--- src/rtl/au_norm_pipe.sv ---
// Two-stage pipelined left-normalizer with valid/ready on both sides.
// Ports: clk, rst | in_valid/in_ready/in_data | out_valid/out_ready/out_data/out_shift/out_zero.
module au_norm_pipe #(
  parameter int WIDTH = 8,
  parameter int SW    = 4,
  parameter int ARCH  = 0
) (
  input  logic             clk,
  input  logic             rst,
  input  logic             in_valid,
  output logic             in_ready,
  input  logic [WIDTH-1:0] in_data,
  output logic             out_valid,
  input  logic             out_ready,
  output logic [WIDTH-1:0] out_data,
  output logic [SW-1:0]    out_shift,
  output logic             out_zero
);

  if (SW != $clog2(WIDTH + 1)) begin : g_bad_sw
    $error("au_norm_pipe: SW must equal clog2(WIDTH+1)");
  end
  if (ARCH < 0 || ARCH > 2) begin : g_bad_arch
    $error("au_norm_pipe: ARCH must be 0..2");
  end
  if (WIDTH < 2) begin : g_bad_width
    $error("au_norm_pipe: WIDTH must be >= 2");
  end

  // r is in_data bit-reversed so index j equals the leading-zero
  // count a '1' at that position would produce.
  logic [WIDTH-1:0] r;
  logic [WIDTH-1:0] pre;
  logic [WIDTH-1:0] oh;
  logic [SW-1:0]    lz;

  always_comb begin
    r = '0;
    for (int j = 0; j < WIDTH; j++) begin
      r[j] = in_data[WIDTH-1-j];
    end
  end

  // pre[j] = |r[j:0], built by the selected prefix network.
  if (ARCH == 0) begin : g_ripple
    always_comb begin : p_ripple
      logic [WIDTH-1:0] t;
      t = r;
      for (int j = 1; j < WIDTH; j++) begin
        t[j] = t[j] | t[j-1];
      end
      pre = t;
    end
  end else if (ARCH == 1) begin : g_kogge
    always_comb begin : p_kogge
      logic [WIDTH-1:0] t;
      logic [WIDTH-1:0] n;
      t = r;
      n = r;
      for (int s = 1; s < WIDTH; s = s * 2) begin
        n = t;
        for (int j = s; j < WIDTH; j++) begin
          n[j] = t[j] | t[j-s];
        end
        t = n;
      end
      pre = t;
    end
  end else begin : g_sklansky
    // In-place update is safe: the source index of each level
    // has that level's bit clear and is not rewritten in it.
    always_comb begin : p_sklansky
      logic [WIDTH-1:0] t;
      t = r;
      for (int k = 0; (1 << k) < WIDTH; k++) begin
        for (int j = 0; j < WIDTH; j++) begin
          if ((j & (1 << k)) != 0) begin
            t[j] = t[j] | t[((j >> k) << k) - 1];
          end
        end
      end
      pre = t;
    end
  end

  always_comb begin
    oh    = '0;
    oh[0] = r[0];
    for (int j = 1; j < WIDTH; j++) begin
      oh[j] = r[j] & ~pre[j-1];
    end
  end

  // One-hot to binary; OR-reduction is exact since at most one bit is set.
  always_comb begin
    lz = '0;
    for (int j = 0; j < WIDTH; j++) begin
      if (oh[j]) begin
        lz = lz | SW'(j);
      end
    end
    if (!pre[WIDTH-1]) begin
      lz = SW'(WIDTH);
    end
  end

  logic             v1;
  logic             v2;
  logic [WIDTH-1:0] d1;
  logic [SW-1:0]    lz1;
  logic             s1_load;
  logic             s2_load;

  assign s2_load   = !v2 || out_ready;
  assign s1_load   = !v1 || s2_load;
  assign in_ready  = s1_load;
  assign out_valid = v2;

  always_ff @(posedge clk) begin
    if (rst) begin
      v1        <= 1'b0;
      v2        <= 1'b0;
      d1        <= '0;
      lz1       <= '0;
      out_data  <= '0;
      out_shift <= '0;
      out_zero  <= 1'b0;
    end else begin
      if (s2_load) begin
        v2 <= v1;
        if (v1) begin
          out_data  <= d1 << lz1;
          out_shift <= lz1;
          out_zero  <= (lz1 == SW'(WIDTH));
        end
      end
      if (s1_load) begin
        v1 <= in_valid;
        if (in_valid) begin
          d1  <= in_data;
          lz1 <= lz;
        end
      end
    end
  end

endmodule

--- config.mk ---
export PLATFORM = sky130hd
export DESIGN_NAME = au_norm_pipe
export DESIGN_NICKNAME = d
export VERILOG_FILES = /design/src/rtl/au_norm_pipe.sv
export SDC_FILE = /design/constraint.sdc
export NUM_CORES = 1
export LEC_CHECK = 0
export ABC_AREA = 1
export CAP_MARGIN = 15
export CORE_MARGIN = 2
export CORE_UTILIZATION = 40
export CTS_CLUSTER_SIZE = 30
export DETAILED_ROUTE_END_ITERATION = 6
export DONT_BUFFER_PORTS = 1
export PLACE_DENSITY = 0.52
export SLEW_MARGIN = 10
export SYNTH_ARGS = -nofsm -noshare
export SYNTH_HDL_FRONTEND = slang
export SYNTH_SLANG_ARGS = --single-unit
--- constraint.sdc ---
create_clock -name clk -period 1.4 [get_ports clk]
set_clock_uncertainty 0.05 [all_clocks]
set_input_delay 0.28 -clock clk [delete_from_list [all_inputs] [get_ports clk]]
set_output_delay 0.28 -clock clk [all_outputs]
set_load 0.02 [all_outputs]
Word level (Yosys, flattened, before mapping)
Index checks and enable logic that the tools add are counted.
{"block": "totals", "ff_bits": 27, "output_inout_bits": 15, "wordCells": 44, "in_bits": 12}
{"block": "op_classes", "n_reduce_logical": 6, "shifts": 1, "eq_ne": 1, "muxes": 8, "n_bitwise": 21}
{"operator": "2-to-1 mux 3 bit", "count": 4}
{"operator": "left shift 8 x 4 -> 8 bit", "count": 1}
{"operator": "bitwise AND 1 bit", "count": 7}
{"operator": "inverter 1 bit", "count": 7}
{"operator": "OR 1 bit", "count": 7}
{"operator": "== test 4 bit, second input constant", "count": 1}
{"operator": "2-to-1 mux 2 bit", "count": 2}
{"operator": "2-to-1 mux 4 bit", "count": 1}
{"operator": "AND reduction 2 bit", "count": 2}
{"operator": "logical NOT 1 bit", "count": 2}
{"operator": "logical OR 1 bit", "count": 2}
{"operator": "2-to-1 mux 1 bit", "count": 1}

Depth between registers and ports, before layout
Gate-level depths: netlist of run 1.
{"block": "logic_depth", "depth_word": 10, "ltp_mapped": 10, "ltp_nobuf": 9}

Worst setup path after synthesis of run 1
Ideal clock, no wire load.
{"block": "synth_timing", "path_kind": "flip-flop to flip-flop", "start": "reg v2 (netlist: out_valid)", "end": "reg lz1[1]", "path_stages_with_launch": 6, "synth_period_minus_slack_ns": 1.352, "t_required_ns": 1.279, "path_buffers": 1, "setup_ns": 0.071, "setup_slack_ns": 0.048, "t_arrival_ns": 1.231, "cell_sequence": "dfxtp_1 > nand3_1 > nand2_2 > buf_6 > nand2_1 > a21oi_1"}
{"block": "synth_between", "elab_chain_cells": 4}
{"item": "start: declaration", "line_no": "108", "source": "logic v2;"}
{"item": "start signal: assignment", "line_no": "130", "source": "v2 <= v1;"}
{"item": "logical NOT 1 bit", "line_no": "114", "source": "assign s2_load = !v2 || out_ready;"}
{"item": "logical OR 1 bit", "line_no": "114"}
{"item": "logical OR 1 bit", "line_no": "115", "source": "assign s1_load = !v1 || s2_load;"}
{"item": "named net in_ready", "line_no": "11", "source": "output logic in_ready,"}
{"item": "AND reduction 2 bit (no line)"}
{"item": "end signal: assignment", "line_no": "141", "source": "lz1 <= lz;"}
{"item": "end: declaration", "line_no": "110", "source": "logic [SW-1:0] lz1;"}
The timed path passes the listed nets, and every way through them passes these cells.
A chain may end at the register's enable or synchronous reset.

Worst setup path in the final report of run 1
{"block": "layout_timing", "start": "reg v1", "end": "out in_ready"}
{"block": "layout_between", "elab_chain_cells": 2}
{"item": "start: declaration", "line_no": "107", "source": "logic v1;"}
{"item": "start signal: assignment", "line_no": "138", "source": "v1 <= in_valid;"}
{"item": "logical NOT 1 bit", "line_no": "115"}
{"item": "logical OR 1 bit", "line_no": "115"}
{"item": "end: declaration", "line_no": "11"}
Every way passes these cells.

==> flow_metrics.tcl, run 1 <==
set metrics [dict create \
    numPortBuffers 0 \
    rows 20 \
    finalMaxSlewViolations 0 \
    fin_nets 197 \
    postRouteWirelength_mm 2.81 \
    ir_worst_vdd_v 0.000504 \
    multi_input_area_um2 612 \
    syn_nets 194 \
    finalHoldViolations 0 \
    dp_hpwl_mm 2.15 \
    yosysWarningCount 0 \
    core_area_um2 3080 \
    dieArea_um2 3730 \
    leakagePower_nw 0.590 \
    grt_pass1_wl_mm 4.79 \
    antenna_left 0 \
    max_slew_margin_pct 64.4 \
    cts-htree-levels 1 \
    ys_seq_area_share_pct 41.5 \
    required_ns 1.07 \
    power_w 0.00140 \
    antenna_cells 0 \
    first_iter_violations 58 \
    placed_cells 223 \
    cts.clk_slew.worst_paths_ns 0.14 \
    status "complete, no violations" \
    cp.buffers_inverters 1 \
    syn_area_um2 1300 \
    finish.instance_area_um2 1360 \
    grt_max_degree 16 \
    instances_no_fill 228 \
    nFillCells 341 \
    worstSetupStartpointType "flip-flop" \
    path_class "reg2out" \
    clockBufferDepth 2 \
    critPathTopFamily "flip-flops" \
    cellPowerDensity_nw_per_um2 1030 \
    setup_violations 0 \
    wl_per_cell_um 12.3 \
    cts_made_buffers 3 \
    grt_pass1_vias 1079 \
    die_y_um 61.1 \
    grt.total_usage_pct 17.3 \
    fin_crit_ns 1.32 \
    seqCellArea_um2 544 \
    numClockSinks 27 \
    cp-end-kind "output port" \
    tritoncts "yes" \
    ctsRootBufferMaster "clkbuf_4" \
    path_max_fanout 3 \
    pin_count 27 \
    fin_tns_setup_ns 0 \
    hold_slack_ns 0.0988 \
    rsz0062_at_grt "false" \
    synthCells 182 \
    crit_slowest_cell "dfxtp_2" \
    path_cells "nand3_1 > buf_4" \
    synth_flop_cell "dfxtp_1" \
    syn_area_per_cell_um2 7.16 \
    post_dp_cell_area_um2 1320 \
    synth-edff-count 0 \
    synth-async-reset-ratio_pct 0 \
    cap_violations 0 \
    initial_utilization_pct 42.3 \
    die_w_um 61.1 \
    grt_antenna_before_repair 0 \
    min_period_over_period_pct 94.0 \
    gp_congestion 0.928 \
    vias 1129 \
    via_per_inst 4.95 \
    first_pass_iters 4 \
    overflow 0 \
    cp.arrival_ns 0.99 \
    drc 0 \
    worst_slew_pin_slew_ns 0.533 \
    cpPeakStageDelay_ns 0.38 \
    drive_gt1_share_pct 13.6 \
    ys_seq_elements 27 \
    area_growth_pct 4.61 \
    clk_latency_ns 0.32 \
    clock.fmax_mhz 760 \
    min-delay-path-class "in2reg" \
    synth_cell_types 25 \
]
==> worst register-to-register path: stages, from the launching register on <==
cell	delay, ns
dfxtp_2	0.36
nand3_1	0.11
nand2_2	0.16
nor2_1	0.29
nand2_1	0.09
a21oi_1	0.11
==> registers in the layout, indices dropped and copies added, names as in the netlist <==
name and cells:
d1 8, lz1 4, out_data 8, out_shift 4, out_valid 1, out_zero 1, v1 1
==> report_power, final <==
group | internal, W | switching, W
Sequential | 0.000813 | 0.0000504
Combinational | 0.0000718 | 0.000133
Clock | 0.000112 | 0.000220
Total | 0.000996 | 0.000403
==> Yosys cell counts, types with 2 or more instances <==
master / n / area share [%]
nand2_1: 43 / 12
dfxtp_1: 27 / 41
a21oi_1: 21 / 8.1
inv_1: 19 / 5.5
nand3_1: 16 / 6.1
nor2_1: 13 / 3.7
o21ai_0: 12 / 4.6
nand2_2: 7 / 3.4
a211oi_1: 3 / 1.7
buf_6: 3 / 2.6
inv_2: 2 / 0.58
nand3_2: 2 / 1.5
o21bai_1: 2 / 1.2
==> kinds of logic after synthesis <==
kind of cell / Yosys count / share of synthesized area, %
buf+inv: 29 / 11.5
flops: 27 / 41.5
compound gates: 40 / 16.7
simple gates: 86 / 30.3
==> area by class of cell <==
| class | instances | share of cell area (%) |
|---|---|---|
| inverter | 22 | 6.24 |
| sequential | 27 | 39.9 |
| clock buffer | 4 | 1.93 |
| multi-input combinational | 126 | 44.9 |
| tap | 44 | 4.04 |
| timing repair buffer | 5 | 2.94 |
==> per-stage QoR <==
step	utilization [%]	worst slack [ns]
6_report	44.3	0.0834
5_1_grt	44.3	0.0257
4_1_cts	44.1	0.0333
3_5_place_dp	43.0	0.130
3_3_place_gp	43.0	0.116
2_1_floorplan	-	0.0484
==> per-layer routing <==
layer | track usage, % | up-vias | share of wire [%]
li1 | - | 595 | -
met1 | 22.6 | 506 | 50
met2 | 27.7 | 26 | 44
met3 | 5.46 | 2 | 5.5
met4 | 4.66 | 0 | 0.75
met5 | 0 | - | 0
==> worst paths after layout <==
check | to | slack [ns] | startpoint | depth (start not counted)
min | d1[3] | 0.1 | in_data[3] | 2
min reg2reg | d1[7] | 0.44 | d1[7] | 2
max | in_ready | 0.08 | v1 | 2
max reg2reg | lz1[0] | 0.16 | out_valid | 5
==> cells in the final DEF (no fill, tap or decap), types with 2 or more instances in the layout <==
cell	count
dfxtp_1	24
o21bai_1	2
nand2_1	43
nand3_2	2
a211oi_1	3
inv_2	2
nand2_2	7
inv_1	19
buf_4	4
o21ai_0	12
clkbuf_4	3
dfxtp_2	3
a21oi_1	21
nand3_1	16
nor2_1	13
==> repair_timing <==
item	CTS	global route
hold endpoints to repair	13	0
hold buffers	1	0
setup endpoints to repair	0	3
resized for setup	0	3
setup buffers	0	0
Power figures use the tool's default switching activity.
==> run 2: changes to the inputs <==
--- a/config.mk
+++ b/config.mk
@@ -12,6 +12,7 @@
 export CTS_CLUSTER_SIZE = 30
 export DETAILED_ROUTE_END_ITERATION = 6
 export DONT_BUFFER_PORTS = 1
+export MAX_ROUTING_LAYER = met4
 export PLACE_DENSITY = 0.52
 export SLEW_MARGIN = 10
 export SYNTH_ARGS = -nofsm -noshare
==> run 2 against run 1 <==
  * Flip-flop and latch count unchanged
  * Non-clock buffer count did not move
  * Clock power down 1%
==> flow_metrics.tcl, run 2 (synthesis results as in run 1) <==
set metrics [dict create \
    status "complete, no violations" \
    cp.buffers_inverters 1 \
    min-delay-path-class "in2reg" \
    numClockSinks 27 \
    area_growth_pct 4.61 \
    met3_length_um 139 \
    core_area_um2 3080 \
    numPortBuffers 0 \
    worstSetupStartpointType "flip-flop" \
    pin_count 27 \
    leakagePower_nw 0.590 \
    fin_nets 197 \
    antenna_cells 0 \
    drive_gt1_share_pct 13.6 \
    nFillCells 341 \
    worstHoldStart "in_data[3]" \
    grt_pass1_vias 1075 \
    vias 1130 \
    path_max_fanout 3 \
    first_pass_iters 4 \
    fin_crit_ns 1.31 \
    whs_endpoint "d1[3]" \
    clockBufferDepth 2 \
    path_cells "nand3_1 > buf_4" \
    ctsRootBufferMaster "clkbuf_4" \
    power_w 0.00140 \
    drc 0 \
    path_class "reg2out" \
    min_period_over_period_pct 93.7 \
    postRouteWirelength_mm 2.80 \
    grt_max_degree 16 \
    setup_violations 0 \
    cellPowerDensity_nw_per_um2 1020 \
    cts.clk_slew.worst_paths_ns 0.14 \
    first_iter_violations 39 \
    critPathTopFamily "flip-flops" \
    fin_tns_setup_ns 0 \
    die_y_um 61.1 \
    initial_utilization_pct 42.3 \
    cp-end-kind "output port" \
    ff2ff_setup_slack_ns 0.15 \
    dieArea_um2 3730 \
    tritoncts "yes" \
    wl_per_cell_um 12.3 \
    crit_slowest_cell "dfxtp_2" \
    finalMaxSlewViolations 0 \
    antenna_left 0 \
    cts-htree-levels 1 \
    worstHoldPathCells 2 \
    reg.largest.list "d1: 8 flops, out_data: 8 flops" \
    finalHoldViolations 0 \
    max_slew_margin_pct 64.3 \
    top_layer "met4" \
    dp_hpwl_mm 2.15 \
    cp.arrival_ns 0.98 \
    gp_congestion 0.944 \
    die_w_um 61.1 \
    grt_pass1_wl_mm 4.77 \
    grt.total_usage_pct 17.7 \
    required_ns 1.07 \
    clock.fmax_mhz 762 \
    rows 20 \
    layout_commonest_cell "nand2_1" \
    grt_antenna_before_repair 0 \
    r2r_end "lz1[0]" \
    seqCellArea_um2 544 \
    r2r_cells 5 \
    ir_worst_vdd_v 0.000506 \
    rsz0062_at_grt "false" \
    cpPeakStageDelay_ns 0.38 \
    overflow 0 \
    cap_violations 0 \
    m1WireLength_mm 1.40 \
    multi_input_area_um2 612 \
    worst_slew_pin_slew_ns 0.534 \
    clk_latency_ns 0.32 \
    via_per_inst 4.96 \
    wl_met2_mm 1.25 \
    r2r_start "out_valid" \
    cts_made_buffers 3 \
    final_cell_mix "nand2_1 (43), dfxtp_1 (24), a21oi_1 (21)" \
]
[run 2: cell counts in the layout (fill, tap and decap cells not counted)]
No cell type changed its count.
[run 2: routing by layer]
metal	track usage [%]	vias to the layer above
met4	4.66	0
met5	-	-
li1	-	599
met3	5.46	2
met1	22.2	501
met2	27.8	28
[run 2: where the power goes]
part | internal (W) | switching [W]
Clock | 0.000111 | 0.000216
Sequential | 0.000813 | 0.0000505
Combinational | 0.0000718 | 0.000134
Total | 0.000996 | 0.000400
[run 2: repair_timing]
item,in CTS,in global routing
hold buffers,1,0
resized for setup,0,3
endpoints found under the setup margin,0,2
buffers inserted,0,0
hold endpoints to repair,13,0
[run 2: worst max path at each step]
stage	cells after the start	end	from	slack, ns
2_1_floorplan	5	lz1[1]	out_valid	0.05
3_3_place_gp	9	out_data[6]	lz1[0]	0.12
3_5_place_dp	9	out_data[6]	lz1[0]	0.13
4_1_cts	2	in_ready	v1	0.03
5_1_grt	2	in_ready	out_valid	0.03
6_report	2	in_ready	v1	0.09
[run 2: metrics by stage]
step	hold WS, ns	utilization, %	setup WS (ns)	area (um^2)	std cells
after floorplan	0.308	-	0.0484	1300	182
after global placement	0.302	43.0	0.116	1320	223
after detailed placement	0.303	43.0	0.130	1320	223
after CTS	0.0873	44.1	0.0333	1360	228
after global routing	0.106	44.3	0.0257	1360	228
final	0.103	44.3	0.0879	1360	228
[run 2: area by class of cell]
cell class	count	area share (%)
clock buffer	4	1.93
sequential	27	39.9
inverter	22	6.24
tap	44	4.04
timing repair buffer	5	2.94
multi-input combinational	126	44.9
==> run 3: changes to the inputs <==
--- a/config.mk
+++ b/config.mk
@@ -8,12 +8,12 @@
 export ABC_AREA = 1
 export CAP_MARGIN = 15
 export CORE_MARGIN = 2
-export CORE_UTILIZATION = 40
+export CORE_UTILIZATION = 25
 export CTS_CLUSTER_SIZE = 30
 export DETAILED_ROUTE_END_ITERATION = 6
 export DONT_BUFFER_PORTS = 1
 export MAX_ROUTING_LAYER = met4
-export PLACE_DENSITY = 0.52
+export PLACE_DENSITY = 0.36
 export SLEW_MARGIN = 10
 export SYNTH_ARGS = -nofsm -noshare
 export SYNTH_HDL_FRONTEND = slang
==> run 3 against run 2 <==
  * Critical path depth did not move
  * Clock power rose by 42%
  * Clock-buffer cell count fell by 1
  * Global-route usage fell by 5.7 points
  * First-iteration DRC count rose by 72%
  * Register-to-register slack improved by 0.02 ns
  * Sequential share of layout area fell by 2.8 points
  * Wire length rose by 19%
  * Combinational power rose by 6%
  * Final cell count rose by 14%
  * Largest cell class unchanged
  * Largest power group unchanged
==> flow_metrics.tcl, run 3 (synthesis results as in run 1) <==
set metrics [dict create \
    tritoncts "yes" \
    worst_slew_pin_slew_ns 0.400 \
    fin_tns_setup_ns 0 \
    ir_worst_vdd_v 0.000463 \
    antenna_cells 0 \
    numClockSinks 27 \
    power_w 0.00154 \
    dieArea_um2 5800 \
    numPortBuffers 0 \
    die_w_um 76.2 \
    ff2ff_setup_slack_ns 0.17 \
    wl_per_cell_um 12.8 \
    worstHoldStart "in_data[3]" \
    grt.total_usage_pct 12.0 \
    grt_pass1_vias 1114 \
    seq_power_share_pct 55.9 \
    rows 26 \
    clockBufferDepth 2 \
    grt_pass1_wl_mm 5.45 \
    comb_power_share_pct 14.2 \
    pin_count 27 \
    initial_utilization_pct 25.7 \
    p_clk_share_pct 30.0 \
    cp-end-kind "output port" \
    core_area_um2 5070 \
    cellPowerDensity_nw_per_um2 1060 \
    crit_start "v1" \
    r2r_end "out_data[7]" \
    fin_crit_ns 1.31 \
    drive_gt1_share_pct 13.8 \
    vias 1165 \
    switching_power_w 0.000451 \
    finalMaxSlewViolations 0 \
    critPathCapture "in_ready" \
    path_class "reg2out" \
    antenna_left 0 \
    grt_antenna_before_repair 0 \
    reg.largest.list "d1: 8 flops, out_data: 8 flops" \
    cts.clk_slew.worst_paths_ns 0.10 \
    gp_congestion 0.725 \
    switching_share_pct 29.2 \
    min-delay-path-class "in2reg" \
    cts_setup_buffers 0 \
    area_growth_pct 11.9 \
    path_max_fanout 3 \
    first_iter_violations 67 \
    status "complete, no violations" \
    rsz0062_at_grt "false" \
    intPower_w 0.00109 \
    setup_violations 0 \
    r2r_start "lz1[3]" \
    postRouteWirelength_mm 3.32 \
    layout_commonest_cell "nand2_1" \
    cts_made_buffers 3 \
    die_y_um 76.2 \
    max_slew_margin_pct 73.3 \
    cts-htree-levels 1 \
    utilization_pct 28.7 \
    finalHoldViolations 0 \
    drc 0 \
    first_pass_iters 4 \
    worstSetupStartpointType "flip-flop" \
    clk_latency_ns 0.28 \
    final_cell_mix "nand2_1 (43), dfxtp_1 (26), a21oi_1 (21)" \
    min_period_over_period_pct 93.3 \
    dp_hpwl_mm 2.49 \
    cp.arrival_ns 0.98 \
    clock.fmax_mhz 766 \
    leakagePower_nw 0.622 \
    via_per_inst 4.50 \
    required_ns 1.07 \
    grt_max_degree 16 \
    cap_violations 0 \
    fin_nets 202 \
    r2r_cells 7 \
    overflow 0 \
    ctsRootBufferMaster "clkbuf_8" \
]
-- run 3: power by group through the flow --
stage                     sequential, W  clock [W]  combinational [W]
after CTS                      0.000863   0.000481           0.000218
after global placement         0.000880          0           0.000206
after floorplan                0.000872          0           0.000178
final                          0.000863   0.000463           0.000219
after global routing           0.000868   0.000517           0.000251
after detailed placement       0.000880          0           0.000207
-- run 3: critical path, cell delays in order (launching register included) --
cell,delay (ns)
dfxtp_1,0.39
nand3_1,0.13
buf_4,0.19
-- run 3: through the flow --
| step | hold slack (ns) | cell area, um^2 | setup WS, ns | std cells |
|---|---|---|---|---|
| after global routing | 0.167 | 1460 | 0.0162 | 259 |
| final | 0.151 | 1460 | 0.0939 | 259 |
| after CTS | 0.00100 | 1450 | 0.0598 | 258 |
| after detailed placement | 0.303 | 1370 | 0.0881 | 251 |
| after floorplan | 0.308 | 1300 | 0.0484 | 182 |
| after global placement | 0.304 | 1370 | 0.113 | 251 |
-- run 3: per-layer routing --
layer  up-vias  GRT usage (%)  wire [um]
met2        20           21.0       1690
met4         0           1.64         21
met1       536           13.9       1460
met3         4           3.79        156
li1        605              -          -
met5         -              -          0
-- run 3: final cells by class --
| class | count | area [um^2] |
|---|---|---|
| fill | 605 | 3620 |
| tap | 70 | 87.6 |
| sequential | 27 | 542 |
| inverter | 22 | 85.1 |
| timing repair buffer | 10 | 85.1 |
| multi-input combinational | 126 | 612 |
| clock buffer | 3 | 41.3 |
| clock inverter | 1 | 5.00 |
-- run 3: worst min-delay path by stage --
stage                     slack [ns]  cells after the start     endpoint
after floorplan                 0.31                      1       lz1[3]
after global placement          0.30                      1       lz1[0]
after detailed placement        0.30                      1       lz1[0]
after CTS                      0.001                      1  out_data[3]
after global routing            0.17                      2        d1[3]
final                           0.15                      2        d1[3]
-- run 3: what timing repair did --
action | 4_1_cts | 5_1_grt
setup endpoints to repair | 0 | 2
hold endpoints to repair | 4 | 7
resized for setup | 0 | 1
hold buffers | 3 | 1
